File: src/rtl/doodle_pkg.sv
// Shared definitions for the platform spawner.
// Holds the parameter defaults, the controller state encoding, the LFSR
// feedback mask and a helper that computes the per-frame scroll amount.
package doodle_pkg;

  localparam int          NUM_PLAT_DEF    = 15;
  localparam int          SCROLL_LINE_DEF = 160;
  localparam int          MAX_SCROLL_DEF  = 8;
  localparam int          SCREEN_H_DEF    = 480;
  localparam logic [15:0] LFSR_SEED_DEF   = 16'hACE1;

  // Galois feedback taps for x^16 + x^14 + x^13 + x^11 + 1 (maximal length).
  localparam logic [15:0] LFSR_MASK = 16'hB400;

  typedef enum logic [2:0] {
    ST_INIT,
    ST_IDLE,
    ST_LOAD,
    ST_SCROLL,
    ST_DONE
  } state_e;

  // Pixels to scroll this frame: distance the doodle sits above the scroll
  // line, clamped to max_s; zero when the doodle is at or below the line.
  function automatic logic [3:0] calc_amt(input logic [9:0] doodle_y,
                                          input int line, input int max_s);
    int diff;
    diff = line - int'(doodle_y);
    if (diff <= 0)
      return 4'd0;
    else if (diff > max_s)
      return 4'(max_s);
    else
      return 4'(diff);
  endfunction

endpackage

File: src/rtl/lfsr16.sv
// 16-bit Galois LFSR, right-shifting, feedback mask LFSR_MASK.
// Ports:
//   Clk     - system clock
//   Reset_n - asynchronous active-low reset, loads SEED
//   en      - advance one step when high
//   q       - current LFSR state (never zero for a non-zero seed)
module lfsr16
  import doodle_pkg::*;
#(
  parameter logic [15:0] SEED = LFSR_SEED_DEF
) (
  input  logic        Clk,
  input  logic        Reset_n,
  input  logic        en,
  output logic [15:0] q
);

  always_ff @(posedge Clk or negedge Reset_n) begin
    if (!Reset_n)
      q <= SEED;
    else if (en)
      q <= q[0] ? ((q >> 1) ^ LFSR_MASK) : (q >> 1);
  end

endmodule

File: src/rtl/plat_spawner.sv
// Platform table for the doodle game.
// Keeps NUM_PLAT platform slots (left-edge X, top Y). On a layout request
// the slots are rewritten to an evenly spaced column with random X; on each
// VGA frame the whole table scrolls down by up to MAX_SCROLL pixels while
// the doodle is above SCROLL_LINE, recycling slots that fall off the bottom.
// Ports:
//   Clk, Reset_n - system clock, asynchronous active-low reset
//   frame_clk    - VGA vsync, asynchronous, synchronized internally
//   loadplat     - level request for a fresh layout
//   DoodleY      - doodle top Y
//   platX/platY  - per-slot platform position
//   scroll_amt   - pixels scrolled by the last completed update
//   height       - cumulative scrolled pixels, saturating
//   busy         - low only while idle
//   upd_done     - one-cycle pulse when an update or load completes
module plat_spawner
  import doodle_pkg::*;
#(
  parameter int          NUM_PLAT    = NUM_PLAT_DEF,
  parameter int          SCROLL_LINE = SCROLL_LINE_DEF,
  parameter int          MAX_SCROLL  = MAX_SCROLL_DEF,
  parameter int          SCREEN_H    = SCREEN_H_DEF,
  parameter logic [15:0] LFSR_SEED   = LFSR_SEED_DEF
) (
  input  logic                     Clk,
  input  logic                     Reset_n,
  input  logic                     frame_clk,
  input  logic                     loadplat,
  input  logic [9:0]               DoodleY,
  output logic [NUM_PLAT-1:0][9:0] platX,
  output logic [NUM_PLAT-1:0][9:0] platY,
  output logic [3:0]               scroll_amt,
  output logic [15:0]              height,
  output logic                     busy,
  output logic                     upd_done
);

  localparam int IDX_W = (NUM_PLAT > 1) ? $clog2(NUM_PLAT) : 1;
  localparam logic [IDX_W-1:0] LAST_IDX = IDX_W'(NUM_PLAT - 1);

  state_e           state_q;
  logic [IDX_W-1:0] idx_q;
  logic [3:0]       amt_q;
  logic             load_op_q;
  logic [3:0]       scroll_amt_q;
  logic [15:0]      height_q;
  logic [15:0]      height_d;
  logic [16:0]      height_sum;
  logic             busy_q;
  logic             upd_done_q;
  logic [2:0]       sync_q;
  logic             frame_tick;
  logic             sweep;
  logic [15:0]      lfsr_q;
  logic [9:0]       new_x;
  logic             lfsr_unused;

  // sync_q[1:0] is the two-flop synchronizer; sync_q[2] only serves edge detection.
  always_ff @(posedge Clk or negedge Reset_n) begin
    if (!Reset_n)
      sync_q <= 3'b000;
    else
      sync_q <= {sync_q[1:0], frame_clk};
  end

  assign frame_tick = sync_q[1] & ~sync_q[2];

  lfsr16 #(
    .SEED(LFSR_SEED)
  ) u_lfsr (
    .Clk    (Clk),
    .Reset_n(Reset_n),
    .en     (1'b1),
    .q      (lfsr_q)
  );

  // 9 random bits offset by 32 keeps every X inside 32..543.
  assign new_x       = {1'b0, lfsr_q[8:0]} + 10'd32;
  assign lfsr_unused = ^lfsr_q[15:9];

  assign sweep      = (state_q == ST_LOAD) || (state_q == ST_SCROLL);
  assign height_sum = {1'b0, height_q} + {13'd0, amt_q};
  assign height_d   = height_sum[16] ? 16'hFFFF : height_sum[15:0];

  always_ff @(posedge Clk or negedge Reset_n) begin
    if (!Reset_n) begin
      state_q      <= ST_INIT;
      idx_q        <= '0;
      amt_q        <= 4'd0;
      load_op_q    <= 1'b0;
      scroll_amt_q <= 4'd0;
      height_q     <= 16'd0;
      busy_q       <= 1'b1;
      upd_done_q   <= 1'b0;
    end else begin
      upd_done_q <= 1'b0;
      case (state_q)
        ST_INIT: begin
          state_q   <= ST_LOAD;
          idx_q     <= '0;
          amt_q     <= 4'd0;
          load_op_q <= 1'b1;
          height_q  <= 16'd0;
          busy_q    <= 1'b1;
        end
        ST_IDLE: begin
          if (loadplat) begin
            state_q   <= ST_LOAD;
            idx_q     <= '0;
            amt_q     <= 4'd0;
            load_op_q <= 1'b1;
            height_q  <= 16'd0;
            busy_q    <= 1'b1;
          end else if (frame_tick) begin
            state_q   <= ST_SCROLL;
            idx_q     <= '0;
            amt_q     <= calc_amt(DoodleY, SCROLL_LINE, MAX_SCROLL);
            load_op_q <= 1'b0;
            busy_q    <= 1'b1;
          end
        end
        ST_LOAD, ST_SCROLL: begin
          if (idx_q == LAST_IDX)
            state_q <= ST_DONE;
          else
            idx_q <= idx_q + 1'b1;
        end
        ST_DONE: begin
          upd_done_q   <= 1'b1;
          scroll_amt_q <= amt_q;
          if (!load_op_q)
            height_q <= height_d;
          busy_q  <= 1'b0;
          state_q <= ST_IDLE;
        end
        default: begin
          state_q <= ST_INIT;
          busy_q  <= 1'b1;
        end
      endcase
    end
  end

  // One register pair per slot; a slot is written only in the cycle the
  // sweep index points at it.
  for (genvar gi = 0; gi < NUM_PLAT; gi++) begin : g_slot
    logic [9:0] x_q;
    logic [9:0] y_q;
    logic [9:0] y_sum;
    logic       sel;

    assign sel   = sweep && (idx_q == IDX_W'(gi));
    assign y_sum = y_q + {6'd0, amt_q};

    always_ff @(posedge Clk or negedge Reset_n) begin
      if (!Reset_n) begin
        x_q <= 10'd0;
        y_q <= 10'd0;
      end else if (sel) begin
        if (state_q == ST_LOAD) begin
          y_q <= 10'(gi * 32);
          x_q <= new_x;
        end else if (y_sum >= 10'(SCREEN_H)) begin
          // Fell off the bottom: re-enter at the top with a fresh X.
          y_q <= y_sum - 10'(SCREEN_H);
          x_q <= new_x;
        end else begin
          y_q <= y_sum;
        end
      end
    end

    assign platX[gi] = x_q;
    assign platY[gi] = y_q;
  end

  assign scroll_amt = scroll_amt_q;
  assign height     = height_q;
  assign busy       = busy_q;
  assign upd_done   = upd_done_q;

endmodule

File: config.mk
export PLATFORM = sky130hd
export DESIGN_NAME = plat_spawner
export DESIGN_NICKNAME = d
export VERILOG_FILES = /design/src/rtl/doodle_pkg.sv /design/src/rtl/lfsr16.sv /design/src/rtl/plat_spawner.sv
export SDC_FILE = /design/constraint.sdc
export NUM_CORES = 1
export LEC_CHECK = 0
export ABC_CLOCK_PERIOD_IN_PS = 4300
export CAP_MARGIN = 5
export CORE_ASPECT_RATIO = 1.25
export CORE_MARGIN = 1
export CORE_UTILIZATION = 55
export DETAILED_ROUTE_END_ITERATION = 7
export PLACE_DENSITY = 0.89
export SYNTH_ARGS = -nofsm -noshare
export SYNTH_HDL_FRONTEND = slang
export SYNTH_SLANG_ARGS = --single-unit
File: constraint.sdc
create_clock -name Clk -period 4.3 [get_ports Clk]
set_input_delay 0.645 -clock Clk [delete_from_list [all_inputs] [get_ports Clk]]
set_output_delay 0.645 -clock Clk [all_outputs]
set_load 0.03 [all_outputs]
==> flow_metrics.env <==
export IMPL_drive_above_1_share_pct=11.2
export IMPL_core_sq_mm=0.0381
export IMPL_htree_levels=2
export IMPL_switchingPower_mw=3.23
export IMPL_min_period_ps=3800
export IMPL_power_mw=9.48
export IMPL_drt_initial_drc_count=1452
export IMPL_port_buffers=335
export IMPL_clockPowerShare_pct=38.0
export IMPL_slowest_stage="dfrtp_1"
export IMPL_cts_setup_buffers=0
export IMPL_synth_edf_count=0
export IMPL_postCtsHoldBufs=0
export IMPL_final_common_cell="dfrtp_1"
export IMPL_startpoint_type="register"
export IMPL_static_leakage_power_nw=11.7
export IMPL_ys_types=92
export IMPL_grt_util_all_layers_pct=33.1
export IMPL_max_stage_delay_ps=770
export IMPL_synth_seq_cells=353
export IMPL_antenna_cells=0
export IMPL_vias=19100
export IMPL_netlist_top_cell_by_area="dfrtp_1"
export IMPL_grt_overflow=0
export IMPL_final_cells=3029
export IMPL_post_route_cell_area_sq_mm=0.0264
export IMPL_grt_setup_unrepaired="no"
export IMPL_gp_congestion=0.932
export IMPL_cts_buffers=38
export IMPL_endpoint_kind="register"
export IMPL_crit_type="reg -> reg"
export IMPL_syn_to_final_growth_pct=24.1
export IMPL_hold_path_class="in -> async"
export IMPL_outcome="complete, no violations"
export IMPL_crit_arrival_ps=4220
export IMPL_critical_path_required_ps=4720
export IMPL_die_h_microns=222
export IMPL_dp_hpwl_microns=45400
export IMPL_sw_frac_of_total_pct=34.1
export IMPL_dieArea_sq_mm=0.0395
export IMPL_finalSetupViolations=0
export IMPL_ir_worst_vdd_mv=0.441
export IMPL_worst_clock_skew_ps=20.8
export IMPL_grt_pass1_vias=18900
export IMPL_crit_buf_inv=0
export IMPL_nets=2625
export IMPL_power_density_mw_per_mm2=359
export IMPL_seqPwrFrac_pct=37.9
export IMPL_synth_top_cell_area_share_pct=40.4
export IMPL_relSlewSlack_pct=28.8
export IMPL_syn_area_per_cell_sq_um=9.59
export IMPL_cp_common_cell="o21ai_1"
export IMPL_hold_viol_final=0
export IMPL_path_delay_family="compound AO/OA/AOI/OAI gates"
export IMPL_avgViaCountPerCell=6.30
export IMPL_dpl_cell_area_sq_mm=0.0251
export IMPL_synth_top_flop_cell="dfrtp_1"
export IMPL_grt_pass1_wl_microns=103000
export IMPL_start_util_pct=55.8
export IMPL_clk_pin_slew_worst_paths_ps=60
export IMPL_slew_violations=0
export IMPL_tns_ps=0
export IMPL_wl_per_cell_microns=21.6
export IMPL_ys_warnings_count=0
export IMPL_intPower_mw=6.24
export IMPL_clock_latency_ps=550
export IMPL_crit_chain="ha_1 -> fa_1 -> a21o_1 -> a21oi_1 -> mux2i_1 -> o21ai_1 -> o21ai_1 -> a31oi_4 -> mux2_2"
export IMPL_period_share_pct=88.3
export IMPL_rows=80
export IMPL_synth_area_leaders="dfrtp_1 40%, mux2_2 7.1%, ha_1 5.0%, nand2_1 4.5%, o21ai_0 3.8%"
export IMPL_final_core_util_pct=69.3
export IMPL_tightest_slew_ps=1070
export IMPL_grt_max_degree=105
export IMPL_cts_resized=0
export IMPL_path_max_fanout=16
export IMPL_seq_area_frac_synth_pct=41.5
export IMPL_firstDrtPassIters=6
export IMPL_final_cell_mix="343 x dfrtp_1, 334 x clkdlybuf4s50_1, 258 x nand2_1"
export IMPL_cts_root_buf="clkbuf_16"
export IMPL_postRouteAntennaNets=0
export IMPL_syn_cell_area_sq_mm=0.0213
export IMPL_synthArstFlopShare_pct=100
export IMPL_antenna_found_initial=0
export IMPL_cts_tree="yes"
export IMPL_place_inst=2962
export IMPL_clock_path_buffers=3
export IMPL_syn_nets=2336
export IMPL_maxCapViolations=0
export IMPL_fmax_ghz=0.263
export IMPL_comb_power_share_pct=24.1
export IMPL_drt_total_wl_microns=65500
export IMPL_drc_errors=0
export IMPL_cts_sinks=353
export IMPL_die_w_microns=178
export IMPL_ios=336
export IMPL_synthCells=2221
cell usage after synthesis, types with 9 or more instances:
cell type / number
a211o_1: 16
nor3_1: 40
xnor2_1: 65
mux2i_1: 38
fa_1: 16
o211ai_1: 18
nor4_1: 12
o31ai_1: 41
o22a_1: 9
nand2b_1: 14
o2111ai_1: 9
nor2b_1: 18
a22o_1: 28
o21a_1: 15
nor2_1: 116
inv_1: 77
nand4_1: 21
or3_1: 14
nor3b_1: 12
and2_1: 20
clkbuf_1: 94
a21oi_1: 115
a31oi_1: 35
a211oi_1: 22
dfrtp_1: 344
mux2_2: 134
and3_1: 23
o22ai_1: 14
a21o_1: 29
dfstp_2: 9
nand2_1: 258
xor2_1: 42
nand3_1: 86
o21ai_0: 162
ha_1: 85
per-stage QoR:
step | hold WS (ps) | setup WS (ps)
floorplan | 331 | 791
global placement | 339 | 662
detailed placement | 335 | 557
CTS | 213 | 526
global route | 250 | 348
finish | 199 | 503
worst paths after layout:
check                          start                 to  slack (ps)  cells past startpoint
setup / recovery            amt_q[0]  g_slot[11].x_q[9]         500                      9
hold / removal               Reset_n   g_slot[7].y_q[5]         200                      1
setup reg to reg            amt_q[0]  g_slot[11].x_q[9]         500                      9
hold reg to reg            sync_q[0]          sync_q[1]         350                      0
max in group asynchronous    Reset_n   g_slot[2].y_q[6]        3060                      2
min in group Clk           sync_q[0]          sync_q[1]         350                      0
worst reg2reg max path: stages (launching register included):
cell and delay, ps:
dfrtp_1 770, ha_1 450, fa_1 410, a21o_1 200
a21oi_1 400, mux2i_1 130, o21ai_1 220, o21ai_1 210
a31oi_4 490, mux2_2 410
power groups by stage:
stage | clock [mW] | sequential, mW | combinational [mW]
6_report | 3.60 | 3.59 | 2.29
5_1_grt | 3.77 | 3.60 | 2.44
4_1_cts | 3.65 | 3.58 | 2.26
3_5_place_dp | 0 | 3.64 | 2.26
3_3_place_gp | 0 | 3.63 | 2.20
2_1_floorplan | 0 | 3.69 | 1.35
area by class of cell:
type | count | area [sq um]
Inverter | 77 | 289
Fill cell | 2775 | 11700
Tap cell | 492 | 616
Multi-Input combinational cell | 1680 | 11800
Clock buffer | 50 | 1070
Sequential cell | 353 | 8850
Clock inverter | 17 | 275
Timing Repair Buffer | 360 | 3580
sequential cells by signal, indices dropped and copies added (netlist names):
register and cells:
state_q 3, load_op_q 1, u_lfsr.q 16, amt_q 4
idx_q 4, g_slot.y_q 150, busy 1, scroll_amt 4
sync_q 3, g_slot.x_q 150, upd_done 1, height 16
cells by family after synthesis:
| kind of cell | synth area share [%] |
|---|---|
| XOR/XNOR | 4.48 |
| flip-flops | 41.5 |
| AO/OA/AOI/OAI | 19.3 |
| adder cells (fa/ha/maj) | 6.50 |
| multiplexers | 9.44 |
| AND/OR/NAND/NOR | 15.4 |
| buffers and inverters | 3.41 |
routing by layer:
metal / vias to the layer above / GRT usage [%] / part of all wire, %
met5: - / 0 / 0
met4: 0 / 17.3 / 5.6
met3: 217 / 8.30 / 8.6
met2: 898 / 54.0 / 47
met1: 9292 / 40.1 / 38
li1: 8678 / - / -
Power figures use the tool's default switching activity.
